## src/rtl/par_check.sv

```systemverilog
// par_check: parity checker for a 4-bit nibble (a..d) plus one parity bit (p).
// Each valid sample produces a registered parity error flag. A sticky error
// flag and a saturating error counter are kept for status reporting.
//
// Parameters:
//   ODD_PARITY - 0: even parity (XOR of a,b,c,d,p must be 0); 1: odd parity
//   CNT_W      - error counter width
// Ports:
//   clk        - clock, all state updates on rising edge
//   rst_n      - synchronous active-low reset
//   a,b,c,d    - data bits, a is MSB
//   p          - received parity bit
//   in_valid   - input bits valid this cycle
//   clr        - clear sticky flag and error counter
//   pec        - registered parity error flag of the last valid sample
//   pec_valid  - pec was updated this cycle
//   err_sticky - set on any error, held until clr or reset
//   err_cnt    - saturating count of detected errors
module par_check #(
    parameter bit          ODD_PARITY = 1'b0,
    parameter int unsigned CNT_W      = 8
) (
    input  logic             clk,
    input  logic             rst_n,
    input  logic             a,
    input  logic             b,
    input  logic             c,
    input  logic             d,
    input  logic             p,
    input  logic             in_valid,
    input  logic             clr,
    output logic             pec,
    output logic             pec_valid,
    output logic             err_sticky,
    output logic [CNT_W-1:0] err_cnt
);

    logic             x;
    logic             pec_d, pec_q;
    logic             pec_valid_d, pec_valid_q;
    logic             sticky_d, sticky_q;
    logic [CNT_W-1:0] cnt_d, cnt_q;

    assign x = a ^ b ^ c ^ d ^ p ^ ODD_PARITY;

    always_comb begin
        pec_d       = pec_q;
        pec_valid_d = in_valid;
        sticky_d    = sticky_q;
        cnt_d       = cnt_q;

        if (clr) begin
            sticky_d = 1'b0;
            cnt_d    = '0;
        end

        // Applied after clr so a same-cycle error wins and counts from zero.
        if (in_valid) begin
            pec_d = x;
            if (x) begin
                sticky_d = 1'b1;
                if (cnt_d != {CNT_W{1'b1}}) begin
                    cnt_d = cnt_d + CNT_W'(1);
                end
            end
        end
    end

    always_ff @(posedge clk) begin
        if (!rst_n) begin
            pec_q       <= 1'b0;
            pec_valid_q <= 1'b0;
            sticky_q    <= 1'b0;
            cnt_q       <= '0;
        end else begin
            pec_q       <= pec_d;
            pec_valid_q <= pec_valid_d;
            sticky_q    <= sticky_d;
            cnt_q       <= cnt_d;
        end
    end

    assign pec        = pec_q;
    assign pec_valid  = pec_valid_q;
    assign err_sticky = sticky_q;
    assign err_cnt    = cnt_q;

endmodule

```

## config.mk

```make
export PLATFORM = sky130hd
export DESIGN_NAME = par_check
export DESIGN_NICKNAME = d
export VERILOG_FILES = /design/src/rtl/par_check.sv
export SDC_FILE = /design/constraint.sdc
export NUM_CORES = 1
export LEC_CHECK = 0
export CORE_MARGIN = 5
export CORE_UTILIZATION = 39
export CTS_CLUSTER_SIZE = 16
export DETAILED_ROUTE_END_ITERATION = 8
export GPL_ROUTABILITY_DRIVEN = 0
export PLACE_DENSITY = 0.8
export RECOVER_POWER = 100
export SLEW_MARGIN = 20
export SYNTH_ARGS = -nofsm -noshare
export SYNTH_HDL_FRONTEND = slang
export SYNTH_SLANG_ARGS = --single-unit
export TNS_END_PERCENT = 20
```

## constraint.sdc

```tcl
create_clock -name clk -period 1.97 [get_ports clk]
set_clock_uncertainty 0.1 [all_clocks]
set_input_delay 0.394 -clock clk [delete_from_list [all_inputs] [get_ports clk]]
set_output_delay 0.394 -clock clk [all_outputs]
set_load 0.03 [all_outputs]
```

==> results.ini <==
[setup_path]
start_kind=primary input
cp_slowest_stage_delay_ns=0.47
critPathTopFamily=XOR/XNOR gates
cp.arrival_ns=1.99
setup.worst_path.end_class=flip-flop
path_max_fanout=4
reg2regPathDepth=4
path_cells=clkdlybuf4s50_1 > xnor3_2 > xor2_4 > nor4_2 > mux2_1
worst-path-buf-inv=1
slowest_stage=clkdlybuf4s50_1
critical_path_required_ns=2.03
crit_type=primary input to flip-flop
cp_num_cells=5

[global_routing]
grt_pass1_wl_microns=2770
met3_usage_pct=3.98
grt_pass1_vias=631
grt_max_degree=8
met1_usage_pct=17.1
antenna_found_initial=0
met2_usage_pct=23.4
busiest_layer=met2
grt_overflow=0
grt_use_total_pct=14.6

[layout]
fill_cells=130
diodes=0
nets=110
area_delta_synth_final_pct=64.0
fin_util_pct=66.3
layout-drive-gt1-share_pct=23.0

[clock_tree]
insertion_delay_ns=0.27
clkTransAtPathRegs_ns=0.08
ctsHtreeMaxLevel=1
cts_sinks=11
max-clock-path-buffers=2
cts_buffers=3
post_cts_buffers=0
cts_tree=yes
root_buffer=clkbuf_4
holdBufCountCts=0

[pwr]
p_int_uw=396
p_sw_uw=171
clkPwrFrac_pct=28.3
p_per_area_nw_per_um2=575
combPwrFrac_pct=30.0
p_leak_uw=0.000371
seq_power_share_pct=41.7
switching_share_pct=30.1
ir_worst_vdd_uv=367

[logic_synthesis]
yosys.area.top_type=dfxtp_1
synth_area_leaders=dfxtp_1, xor2_2, nor4_1
synth_cell_type_count=32
netlist_top_cells_count=dfxtp_1, nor2_1, nor4_1
synth_cells=64
ys_ff_latch=11
synth-main-ff-cell=dfxtp_1
synth_edf_count=0
ys_warn_count=0
yosysTopAreaCellShare_pct=36.6
async_flop_share_pct=0
synth_area_sq_um=602
yosysMostFrequentCell=dfxtp_1
synth_seq_area_share_pct=36.6
synth_area_per_cell_sq_um=9.40
synthesis.nets=73

[sta]
finalCritPeriodShare_pct=97.9
worstMarginPinSlew_ns=0.459
finalHoldViolCount=0
layout_setup_ws_ns=0.0404
post-route-min-period_ns=1.93
relSlewSlack_pct=69.3
slew_violations=0
tns_ns=0
setup_viol=0
fmax_mhz=518

[route]
vias=661
wl_per_cell_microns=14.8
vias_per_cell=5.70
route.detailed.drc=0
first_pass_iters=4
detail-route-antenna-nets=0
drt_iter0_markers=37
wirelength_microns=1720

[floorplanning]
start_util_pct=40.4
die_height_microns=49.3
num_rows=14
boundaryPins=20
dieArea_sq_um=2430
die_x_microns=49.3
fp.coreArea_sq_um=1490

[placed_design]
post-place-ws_ns=-0.466
hpwlAfterDp_microns=1290
io_buffers=19

[run_status]
status=complete, no violations

[min_path]
whs_path_depth=2
hold_path.class=flip-flop to flip-flop

[flow_run]
drv_cap=0

==> area by class of cell <==
class / instances / area [sq um] / share of cell area [%]
clock buffers: 4 / 26.3 / 2.66
inverters: 4 / 15.0 / 1.52
multi-input cells: 49 / 414 / 42.0
flip-flops and latches: 11 / 220 / 22.3
well taps: 16 / 20.0 / 2.03
repair buffers: 32 / 292 / 29.5
==> sequential cells by signal, summed over array words and instances, names as in the netlist <==
name,flops
pec_valid,1
pec,1
err_sticky,1
err_cnt,8
==> worst min-delay path: stages (launching register included) <==
cell and delay [ns]:
dfxtp_1 0.31, nand2b_1 0.06, a21boi_0 0.07
==> layout by cell type, fill, tap and decap left out, drive strengths merged, types with 2 or more instances in the layout <==
| cell | synthesis | final |
|---|---|---|
| clkbuf | 0 | 4 |
| nand2 | 3 | 3 |
| dfxtp | 11 | 11 |
| a21boi | 3 | 3 |
| a211oi | 2 | 2 |
| nor4 | 5 | 5 |
| nand2b | 3 | 3 |
| inv | 4 | 4 |
| xor2 | 2 | 2 |
| mux2 | 2 | 2 |
| o21ai | 2 | 2 |
| dlygate4sd3 | 0 | 3 |
| nand3b | 2 | 2 |
| a31oi | 2 | 2 |
| buf | 0 | 13 |
| dlygate4sd2 | 0 | 2 |
| nor2 | 6 | 6 |
| clkdlybuf4s50 | 0 | 13 |
==> power by group through the flow <==
| stage | clock network (uW) | registers (uW) | logic (uW) |
|---|---|---|---|
| floorplan | 0 | 258 | 49.4 |
| global placement | 0 | 241 | 147 |
| detailed placement | 0 | 242 | 152 |
| CTS | 164 | 236 | 163 |
| global route | 178 | 238 | 181 |
| finish | 160 | 237 | 170 |
==> logic make-up after synthesis <==
| group | Yosys count | synth area share, % |
|---|---|---|
| simple gates | 29 | 28.9 |
| compound gates | 13 | 15.8 |
| flops | 11 | 36.6 |
| xor+xnor | 4 | 10.8 |
| buf+inv | 4 | 2.49 |
| mux | 3 | 5.41 |
==> path summary, 6_finish.rpt <==
path,from,end,slack [ns]
setup / recovery,c,err_cnt[5],0.04
hold / removal,err_sticky,err_sticky,0.39
setup reg to reg,err_cnt[1],err_cnt[5],0.30
hold reg to reg,err_sticky,err_sticky,0.39
==> per-layer routing <==
| layer | up-vias | share of wire (%) | routed length (microns) |
|---|---|---|---|
| met3 | 2 | 6.2 | 106 |
| met4 | 0 | 1.3 | 23 |
| met5 | - | 0 | 0 |
| li1 | 311 | - | - |
| met2 | 32 | 50 | 857 |
| met1 | 316 | 42 | 730 |
==> per-stage QoR <==
step           std cells  instance area, sq um  hold WS, ns  total power (uW)
2_1_floorplan         64                   602        0.416               308
3_5_place_dp         113                   917        0.383               394
6_report             116                   987        0.390               567
5_1_grt              116                   987        0.409               596
4_1_cts              116                   966        0.398               563
3_3_place_gp         113                   917        0.368               388
==> repair_timing <==
action,4_1_cts,5_1_grt
endpoints found under the setup margin,7,9
resized for setup,7,3
hold endpoints to repair,0,0
pin swaps,5,2
Note: power is estimated with default switching activity, not from simulation.
